## src/rtl/uart_tx_prescaled.sv

```systemverilog
// uart_tx_prescaled -- UART transmitter that runs on the receiver's oversampled
// clock. Each frame carries a start bit (0), DATA_WIDTH data bits sent LSB
// first, an optional parity bit and one stop bit (1). Every bit is held for
// PRESCALE clock cycles, counted by an internal edge counter.
//
// Ports:
//   CLK         system clock, all logic on the rising edge
//   RST         synchronous active-low reset
//   P_DATA      parallel word to send, latched on acceptance
//   DATA_VALID  request strobe, accepted only while Busy=0
//   PAR_EN      1 = append a parity bit
//   PAR_TYP     0 = even parity, 1 = odd parity
//   PRESCALE    clock cycles per bit (0 behaves as 1)
//   TX_OUT      registered serial line, idle high
//   Busy        registered, high from acceptance through the last stop cycle
module uart_tx_prescaled #(
  parameter int DATA_WIDTH     = 8,
  parameter int PRESCALE_WIDTH = 6
) (
  input  logic                      CLK,
  input  logic                      RST,
  input  logic [DATA_WIDTH-1:0]     P_DATA,
  input  logic                      DATA_VALID,
  input  logic                      PAR_EN,
  input  logic                      PAR_TYP,
  input  logic [PRESCALE_WIDTH-1:0] PRESCALE,
  output logic                      TX_OUT,
  output logic                      Busy
);

  localparam int BW = (DATA_WIDTH > 1) ? $clog2(DATA_WIDTH) : 1;
  localparam logic [PRESCALE_WIDTH-1:0] ONE      = 1;
  localparam logic [BW-1:0]             LAST_BIT = BW'(DATA_WIDTH - 1);

  typedef enum logic [2:0] {IDLE, START, DATA, PARITY, STOP} state_t;

  state_t                    state_q,    state_n;
  logic [PRESCALE_WIDTH-1:0] edge_cnt_q, edge_cnt_n;
  logic [BW-1:0]             bit_cnt_q,  bit_cnt_n;
  logic [DATA_WIDTH-1:0]     shift_q,    shift_n;
  logic [PRESCALE_WIDTH-1:0] presc_q,    presc_n;
  logic                      par_en_q,   par_en_n;
  logic                      par_bit_q,  par_bit_n;
  logic                      tx_q,       tx_n;
  logic                      busy_q,     busy_n;
  logic                      bit_done;

  // Last cycle of the current bit period.
  assign bit_done = ((edge_cnt_q + ONE) == presc_q);

  // NOTE: every signal assigned here gets a default first so no latch is inferred.
  always_comb begin
    state_n    = state_q;
    edge_cnt_n = edge_cnt_q;
    bit_cnt_n  = bit_cnt_q;
    shift_n    = shift_q;
    presc_n    = presc_q;
    par_en_n   = par_en_q;
    par_bit_n  = par_bit_q;
    tx_n       = tx_q;
    busy_n     = busy_q;

    if (state_q == IDLE) begin
      tx_n       = 1'b1;
      busy_n     = 1'b0;
      edge_cnt_n = '0;
      bit_cnt_n  = '0;
      if (DATA_VALID) begin
        // Latch the whole frame configuration; later input changes are ignored.
        state_n   = START;
        tx_n      = 1'b0;
        busy_n    = 1'b1;
        shift_n   = P_DATA;
        par_en_n  = PAR_EN;
        // Parity is fixed at acceptance because the data bits get shifted out.
        par_bit_n = (^P_DATA) ^ PAR_TYP;
        presc_n   = (PRESCALE == '0) ? ONE : PRESCALE;
      end
    end else begin
      edge_cnt_n = bit_done ? '0 : edge_cnt_q + ONE;
      if (bit_done) begin
        // tx_n carries the value of the bit being entered, so TX_OUT changes
        // on the same edge as the state.
        case (state_q)
          START: begin
            state_n = DATA;
            tx_n    = shift_q[0];
          end
          DATA: begin
            if (bit_cnt_q == LAST_BIT) begin
              bit_cnt_n = '0;
              state_n   = par_en_q ? PARITY : STOP;
              tx_n      = par_en_q ? par_bit_q : 1'b1;
            end else begin
              bit_cnt_n = bit_cnt_q + 1'b1;
              shift_n   = shift_q >> 1;
              tx_n      = shift_q[1];
            end
          end
          PARITY: begin
            state_n = STOP;
            tx_n    = 1'b1;
          end
          STOP: begin
            state_n = IDLE;
            tx_n    = 1'b1;
            busy_n  = 1'b0;
          end
          default: begin
            state_n = IDLE;
            tx_n    = 1'b1;
            busy_n  = 1'b0;
          end
        endcase
      end
    end
  end

  // NOTE: sequential state uses non-blocking assignments only, so every
  // register samples the pre-edge value of every other register.
  always_ff @(posedge CLK) begin
    if (!RST) begin
      // NOTE: the data shift register is reset along with the control state so
      // an aborted frame leaves no stale payload behind.
      state_q    <= IDLE;
      edge_cnt_q <= '0;
      bit_cnt_q  <= '0;
      shift_q    <= '0;
      presc_q    <= ONE;
      par_en_q   <= 1'b0;
      par_bit_q  <= 1'b0;
      tx_q       <= 1'b1;
      busy_q     <= 1'b0;
    end else begin
      state_q    <= state_n;
      edge_cnt_q <= edge_cnt_n;
      bit_cnt_q  <= bit_cnt_n;
      shift_q    <= shift_n;
      presc_q    <= presc_n;
      par_en_q   <= par_en_n;
      par_bit_q  <= par_bit_n;
      tx_q       <= tx_n;
      busy_q     <= busy_n;
    end
  end

  assign TX_OUT = tx_q;
  assign Busy   = busy_q;

endmodule

```

## config.mk

```make
export PLATFORM = sky130hd
export DESIGN_NAME = uart_tx_prescaled
export DESIGN_NICKNAME = d
export VERILOG_FILES = /design/src/rtl/uart_tx_prescaled.sv
export SDC_FILE = /design/constraint.sdc
export NUM_CORES = 1
export LEC_CHECK = 0
export CAP_MARGIN = 20
export CORE_MARGIN = 10
export CORE_UTILIZATION = 49
export CTS_CLUSTER_SIZE = 20
export DETAILED_ROUTE_END_ITERATION = 10
export GPL_TIMING_DRIVEN = 0
export PLACE_DENSITY = 0.75
export SYNTH_ARGS = -nofsm -noshare
export SYNTH_HDL_FRONTEND = slang
export SYNTH_SLANG_ARGS = --single-unit
```

## constraint.sdc

```tcl
create_clock -name CLK -period 1.75 [get_ports CLK]
set_input_delay 0.35 -clock CLK [delete_from_list [all_inputs] [get_ports CLK]]
set_output_delay 0.35 -clock CLK [all_outputs]
set_load 0.03 [all_outputs]
```

Word level (Yosys, flattened, before mapping)
Cells that the tools add are included.

Magnitude comparators: 0. Bitwise logic cells: 2. $add $sub $neg: 2. Shift operators: 0. Eq/ne operators: 9. Multiplexer cells: 23. Multiply operators: 0. Divide/modulo/power cells: 0. Reductions and logical operators: 13.

Operators by type and width (number): $mux 8 (5); $mux 3 (6); $mux 1 (9); $pmux 3 s3 (1); $reduce_xor 8->1 (1); $add 6x1->6 const B (1); $eq 3x2->1 const B (2); $eq 6x6->1 (1); $logic_not 6->1 (1); $mux 6 (1); $reduce_and 2->1 (3); $reduce_or 3->1 (2); $ne 2x2->1 const B (2); $reduce_and 4->1 (1); $reduce_bool 2->1 (2); $add 3x1->3 const B (1); $eq 3x1->1 const B (1); $eq 3x3->1 const B (1); $logic_not 3->1 (1); $ne 3x3->1 const B (1); $reduce_and 3->1 (1); $ne 2x1->1 const B (1); $pmux 1 s2 (1); $reduce_or 2->1 (1); other kinds (2) (2).

Bits in read-only memories: 0. Bits in latches: 0. Bits in writable memories: 0. Register bits after elaboration: 30. Memories: 0.

Longest topological paths before layout
Gate-level depths: netlist of run 1.

Word-level depth: 5. Depth in mapped cells: 8. Mapped depth without buffers: 8.

Worst setup path after synthesis of run 1
OpenSTA, ideal clock, no wires.

Kind: register -> register. Start point: register edge_cnt_q[0]. End point: register shift_q[7]. Setup slack: -0.110 ns. Data arrival time: 1.744 ns. Period minus slack after synthesis: 1.860 ns. Required time: 1.634 ns. Buffers on the path: 1. Library setup time: 0.116 ns. Cell stages (with the launch flop): 9. Cell sequence: dfxtp_1 > ha_1 > xnor2_1 > nand2_1 > o21ai_1 > a2111oi_2 > buf_6 > nand2_4 > a41o_1.

Cells in the longest elaborated chain, start to end: 4.

Ends and longest elaborated chain: start, declared (line 38) `logic [PRESCALE_WIDTH-1:0] edge_cnt_q, edge_cnt_n;`; start signal, assigned (line 136) `edge_cnt_q <= edge_cnt_n;`; $add 6x1->6 (line 49) `assign bit_done = ((edge_cnt_q + ONE) == presc_q);`; $eq 6x6->1 (line 49); $reduce_bool 2->1 (no source line); $reduce_and 4->1 (no source line); end signal, assigned (line 138) `shift_q <= shift_n;`; end, declared (line 40) `logic [DATA_WIDTH-1:0] shift_q, shift_n;`.

No other way between the ends. A chain may end at the register's enable or synchronous reset.

Worst setup path after layout of run 1
Start point: register edge_cnt_q[0]. End point: register shift_q[1].

Same word-level chain as after synthesis.

==> metrics.md, run 1 <==
| Metric | Value |
|---|---|
| Status | `finished, violations left` |
| Violated checks | `setup timing` |
| CTS Hold Bufs | `0` |
| Vias in the first global route | `1381` |
| Placed cells | `251` |
| Worst path slowest cell | `a2111oi_4` |
| Fin. Hold Viols | `0` |
| Pre-antenna DRT Iters | `4` |
| CTS root buffer | `clkbuf_4` |
| Area of the multi-input gates | `992 um2` |
| Clock Sinks | `30` |
| R2r setup slk | `-170 ps` |
| Crit path max fanout | `7` |
| Die Y-Extent | `76.8 um` |
| Clock Latency Late Sink | `340 ps` |
| Max Clk Rate | `between 0.5 and 0.6 GHz` |
| Total CTS buffers | `5` |
| Crit path kind | `reg -> reg` |
| R2R depth | `7` |
| Worst path depth | `7` |
| Number of buffer cells added on primary ports | `20` |
| Period minus WS final | `1920 ps` |
| Cells after Synth | `approximately 190` |
| Internal | `1.70 mW` |
| Post-synth top area cell | `dfxtp_1` |
| Hold slack final | `468 ps` |
| DRC viols | `0` |
| H-Tree Level Count | `2` |
| Cell variety after synth | `36` |
| CP Launch Point | `edge_cnt_q[0]` |
| Measured slew at the worst slew-check pin | `between 500 and 600 ps` |
| Worst VDD drop | `1040 uV` |
| Gate power share | `50.2%` |
| Async set-reset flop share out of synthesis | `0%` |
| Routability cong. | `0.853` |
| Synth-to-Final Area Change | `28.6%` |
| Gr usage total | `12.8%` |
| PwrDens | `1370 mW/mm2` |
| Area post-placement | `around 0.0019 mm2` |
| Clock skew | `19.3 ps` |
| Fin Setup TNS | `-1670 ps` |
| Standard-cell rows | `20` |
| P_leak | `roughly 0.8 nW` |
| Register area | `roughly 610 um2` |
| Sequential fraction of the synthesis area | `38.0%` |
| Worst R2R Start | `edge_cnt_q[0]` |
| Max Slew Vio Count | `0` |
| Largest net degree at the start of global routing | `11` |
| Vias/cell | `approximately 5.3` |
| Element type at the critical path end | `flop` |
| CP endpoint | `shift_q[1]` |
| CP Launch Type | `flop` |
| Place WS | `-172 ps` |
| Cell Area, Synth | `roughly 0.0016 mm2` |
| Clock Pin Slew Worst Setup and Hold Paths | `roughly 90 ps` |
| Iter 0 DRT Violations | `67` |
| Initial Util | `51.3%` |
| Routed WL | `3.78 mm` |
| Post-route clock period utilization | `110%` |
| CTS Buffer Depth | `2` |
| CP cell instances | `ha_4 > xnor2_2 > nand3_2 > a2111oi_4 > a31o_2 > buf_6 > mux2i_1` |
| Layout cell share with drive strength beyond 1 | `~18%` |
| I/O Pins | `21` |
| Switching Share | `approximately two fifths` |
| Post-route cell area | `0.00203 mm2` |
| Layout Cells excl Fill | `261` |
| Routed length per instance | `~14 um` |
| Worst path bufs/invs | `1` |
| Final setup fails | `20` |
| Post-synth top area share | `a little under two fifths` |
| CTS tree | `yes` |
| Slew headroom | `roughly 62%` |
| Fillers | `259` |
| Syn_nets | `about 210` |
| Antenna violations before repair | `0` |
| Dpl hpwl | `2.66 mm` |
| NumNets Final | `between 200 and 250` |
| Worst setup margin | `-169 ps` |
| Seq cells post-synth | `30` |
| CP peak stage delay | `400 ps` |
| CP top delay family | `compound AO/OA/AOI/OAI gates` |
| Post-synth EDFFs | `0` |
| Global-route wire length before repair | `6.29 mm` |
| Sw Pwr | `roughly 1.1 mW` |
| Reg power frac | `34.0%` |
| Hold Crit Class | `reg -> reg` |
| Die Span X | `76.8 um` |
| Synth Flop Type | `dfxtp_1` |
| Vias | `1385` |
| Ranking of synthesized cells by area | `dfxtp_1 (38%), nand2_1 (7.4%), xnor2_1 (7.2%)` |
| Die area | `0.00589 mm2` |
| Area of the core | `0.00308 mm2` |
| Reg2Reg Capture Point | `shift_q[1]` |
| Post-DRT Antenna Nets | `0` |
| Layout Utilization | `66.0%` |
| Syn_area_per_cell | `8.44 um2` |
| Critical path arrival | `2180 ps` |
| Total grt overflow | `0` |
| RSZ-0062 raised after global routing | `yes` |
| CP required | `2010 ps` |
| Ant. Diodes | `0` |
| Final Total Pwr | `between 2 and 3 mW` |
| Clk pwr share | `between 15 and 20%` |
| Ys Warns | `0` |
| Max-cap viol count | `0` |
==> worst min path at each step <==
stage / start / to / slack, ps / cells after the start
floorplan: shift_q[2] / shift_q[2] / 430 / 2
global placement: shift_q[4] / shift_q[4] / 440 / 2
detailed placement: shift_q[0] / shift_q[0] / 450 / 2
CTS: shift_q[2] / shift_q[2] / 470 / 2
global route: shift_q[5] / shift_q[5] / 490 / 2
finish: shift_q[2] / shift_q[2] / 470 / 2
==> cell families (layout without fill, tap and decap cells) <==
family	after synthesis	after routing	synth area share, %
xor+xnor	19	19	10.5
simple gates	76	76	23.1
buf+inv	16	46	4.83
flops	30	30	38.0
compound gates	32	32	14.1
fa+ha+maj	3	3	2.38
mux	11	11	6.97
==> worst min-delay path, delay by kind of cell (launching register included) <==
family / cells / cell delay (ps)
DFF: 1 / 320
and+or+nand+nor: 1 / 50
muxes: 1 / 60
==> flip-flops by register name, summed over array words and instances, names as in the netlist <==
name / cells
bit_cnt_q: 3
TX_OUT: 1
par_bit_q: 1
Busy: 1
par_en_q: 1
state_q: 3
edge_cnt_q: 6
shift_q: 8
presc_q: 6
==> power groups by stage <==
stage,clock (mW),combinational (mW),sequential (mW)
finish,0.439,1.39,0.944
global route,0.484,1.51,0.963
CTS,0.450,1.30,0.941
detailed placement,0,1.16,0.954
global placement,0,1.12,0.951
floorplan,0,0.875,0.959
==> per-layer routing <==
metal / up-vias / global-route usage [%] / part of all wire (%)
li1: 694 / - / -
met1: 652 / 14.6 / 45
met2: 30 / 21.0 / 48
met3: 9 / 4.90 / 4.8
met4: 0 / 4.65 / 1.7
met5: - / 0 / 0
==> synthesized netlist by cell type, drive strengths merged (2+ instances only) <==
cell type	count
nor3b	2
nor2	13
mux2i	11
clkbuf	9
ha	3
nand2b	8
nand2	32
o211ai	8
xor2	6
a21oi	4
dfxtp	30
inv	4
o21ai	8
and2	4
xnor2	13
nand3	9
buf	3
a21boi	6
==> cell type report <==
type,instances,area share (%)
clock inverters,2,0.616
repair buffers,24,11.8
flip-flops and latches,30,30.1
well taps,44,2.71
clock buffers,6,2.53
plain buffers,10,2.71
multi-input cells,141,48.9
inverters,4,0.739
==> repair_timing <==
action | CTS | global route
pin swaps | 7 | 5
cloned | 0 | 0
resized for setup | 12 | 13
setup buffers | 2 | 2
setup endpoints to repair | 22 | 26
==> layout by cell type (no fill, tap or decap), types with 5 or more instances in the layout <==
cell             instances
clkbuf_4                 5
nand2b_1                 7
nand3_1                  5
a21boi_0                 6
nor2_1                   9
dfxtp_1                 26
clkdlybuf4s50_1         18
nand2_1                 31
mux2i_1                 11
o21ai_0                  6
xor2_1                   6
o211ai_1                 8
clkbuf_1                 6
xnor2_1                 11
No activity file was read; power rests on OpenSTA's default activity.
==> run 2: changes to the inputs <==
- CORE_UTILIZATION: 49 -> 54
- PLACE_DENSITY: 0.75 -> 0.79
- SKIP_LAST_GASP: not set -> 1
- clock period: 1.75 -> 2.05 ns (I/O delays scaled with it)
==> run 2 against run 1 <==
  * The flow now finishes without violations
  * Sequential share of layout area up 2.0 points
  * Cell count is 6.5% lower
  * Setup slack improved by 260 ps
  * Clock skew down 14 ps
  * Sequential power shrank 14%
  * Flip-flop and latch count unchanged
  * First-iteration DRC count rose by 37%
  * Utilization up 2.0 points
  * Clock power shrank 29%
  * Die area fell by 6.9%
  * Critical path depth unchanged
  * Critical path type unchanged
==> metrics.md, run 2 (synthesized netlist as in run 1, its figures left out) <==
| Metric | Value |
|---|---|
| Gate power share | `47.2%` |
| Max-cap viol count | `0` |
| Switching Share | `about two fifths` |
| CP required | `2270 ps` |
| Slew headroom | `62.6%` |
| DRC viols | `0` |
| Final setup fails | `0` |
| Global-route wire length before repair | `6.02 mm` |
| Routing usage on met1 | `13.8%` |
| CTS Buffer Depth | `2` |
| P_leak | `0.717 nW` |
| Grt met3 use | `under 10%` |
| Sw Pwr | `0.837 mW` |
| Die Y-Extent | `about 74 um` |
| Ant. Diodes | `0` |
| Pre-antenna DRT Iters | `4` |
| GRT Max-Usage Layer | `met2` |
| Antenna violations before repair | `0` |
| Post-CTS Repair Setup Buffers | `0` |
| Clock Latency Late Sink | `between 300 and 400 ps` |
| NumNets Final | `235` |
| Max Slew Vio Count | `0` |
| CP Launch Type | `flop` |
| Clock Pin Slew Worst Setup and Hold Paths | `90 ps` |
| Total grt overflow | `0` |
| Die Span X | `74.1 um` |
| Final Total Pwr | `2.13 mW` |
| Dpl hpwl | `approximately 2.8 mm` |
| PwrDens | `approximately 1100 mW/mm2` |
| Grt met2 use | `25.0%` |
| Internal | `1.29 mW` |
| Largest net degree at the start of global routing | `11` |
| Vias/cell | `5.59` |
| Vias in the first global route | `1398` |
| Element type at the critical path end | `flop` |
| Max Clk Rate | `0.509 GHz` |
| Crit path kind | `reg -> reg` |
| Worst VDD drop | `879 uV` |
| Clk pwr share | `14.7%` |
| Critical path arrival | `2180 ps` |
| Status | `completed` |
| Place WS | `-162 ps` |
| Layout cell share with drive strength beyond 1 | `7.51%` |
| Measured slew at the worst slew-check pin | `560 ps` |
| Register bank with the most flops | `shift_q` |
| Layout Cells excl Fill | `~240` |
| Clock Sinks | `30` |
| Top Registers | `shift_q: 8 flops, edge_cnt_q: 6 flops, presc_q: 6 flops` |
| Hold Crit Class | `reg -> reg` |
| Routed WL | `around 3.6 mm` |
| Standard-cell rows | `19` |
| Fin. Hold Viols | `0` |
| Largest register FFs | `8` |
| Crit path max fanout | `10` |
| Clock skew | `5.71 ps` |
| CTS Hold Bufs | `0` |
| Synth-to-Final Area Change | `19.8%` |
| Worst setup margin | `87.0 ps` |
| Vias | `~1400` |
| Initial Util | `between 50% and 60%` |
| Total CTS buffers | `5` |
| Reg power frac | `38.1%` |
| Placed cells | `238` |
| I/O Pins | `21` |
| H-Tree Level Count | `2` |
| Area of the core | `0.00278 mm2` |
| Gr usage total | `13.9%` |
| CTS root buffer | `clkbuf_4` |
| Routability cong. | `0.799` |
| Post-route clock period utilization | `95.8%` |
| Iter 0 DRT Violations | `92` |
| Die area | `0.00549 mm2` |
| Commonest non-fill, non-tap cell in the layout | `nand2_1` |
| Number of buffer cells added on primary ports | `20` |
| Routed length per instance | `between 10 and 15 um` |
| CTS tree | `yes` |
| Post-DRT Antenna Nets | `0` |
| Most frequent cells in the layout | `nand2_1 (31), dfxtp_1 (27), clkdlybuf4s50_1 (20), xnor2_1 (13), nor2_1 (13)` |
| Period minus WS final | `1960 ps` |
[run 2: changes by cell type in the layout (fill, tap and decap cells not counted), sizes merged]
cell / previous run / this run
buf: 7 / 3
clkbuf: 13 / 15
clkdlybuf4s50: 18 / 20
clkinv: 1 / 0
clkinvlp: 1 / 0
dlymetal6s2s: 2 / 0
[run 2: power groups by stage]
stage	clock, mW	sequential [mW]	combinational (mW)
finish	0.313	0.810	1.00
global route	0.345	0.825	1.10
CTS	0.322	0.802	1.01
detailed placement	0	0.811	0.977
global placement	0	0.804	0.932
floorplan	0	0.813	0.720
[run 2: area by class of cell]
cell class                      count  area (um2)
Tap cell                           31        38.8
Timing Repair Buffer               20         200
Sequential cell                    30         607
Buffer                             11        58.8
Fill cell                         240         890
Inverter                            4        15.0
Multi-Input combinational cell    141         927
Clock buffer                        7        45.0
[run 2: path summary, 6_finish.rpt]
check           startpoint         end  cells after the start  slack [ps]
max          edge_cnt_q[0]  shift_q[7]                      7          90
min             shift_q[5]  shift_q[5]                      2         460
max reg2reg  edge_cnt_q[0]  shift_q[7]                      7          90
min reg2reg     shift_q[5]  shift_q[5]                      2         460
[run 2: per-stage QoR]
stage	TNS [ps]	util [%]	hold WS, ps	cell area (um2)
after floorplan	0	-	430	1580
after global placement	0	65.4	436	1820
after detailed placement	-2200	65.4	445	1820
after CTS	0	67.6	465	1880
after global routing	-40.8	68.0	475	1890
final	0	68.0	460	1890
[run 2: layer usage]
metal / part of all wire, % / vias up
met5: 0 / -
met4: 2.2 / 0
met3: 5.3 / 11
met2: 51 / 34
met1: 42 / 632
li1: - / 687
[run 2: repair_timing]
item                       CTS  global route
resized for setup            3             7
pin swaps                    2             2
setup endpoints to repair   20            18
[run 2: critical path: stages, from the launching register on]
cell and delay (ps):
dfxtp_4 390, and3_1 150, nand3_1 140, xnor2_1 220, a2111oi_4 420, buf_6 210
nand2_4 80, a41o_1 260
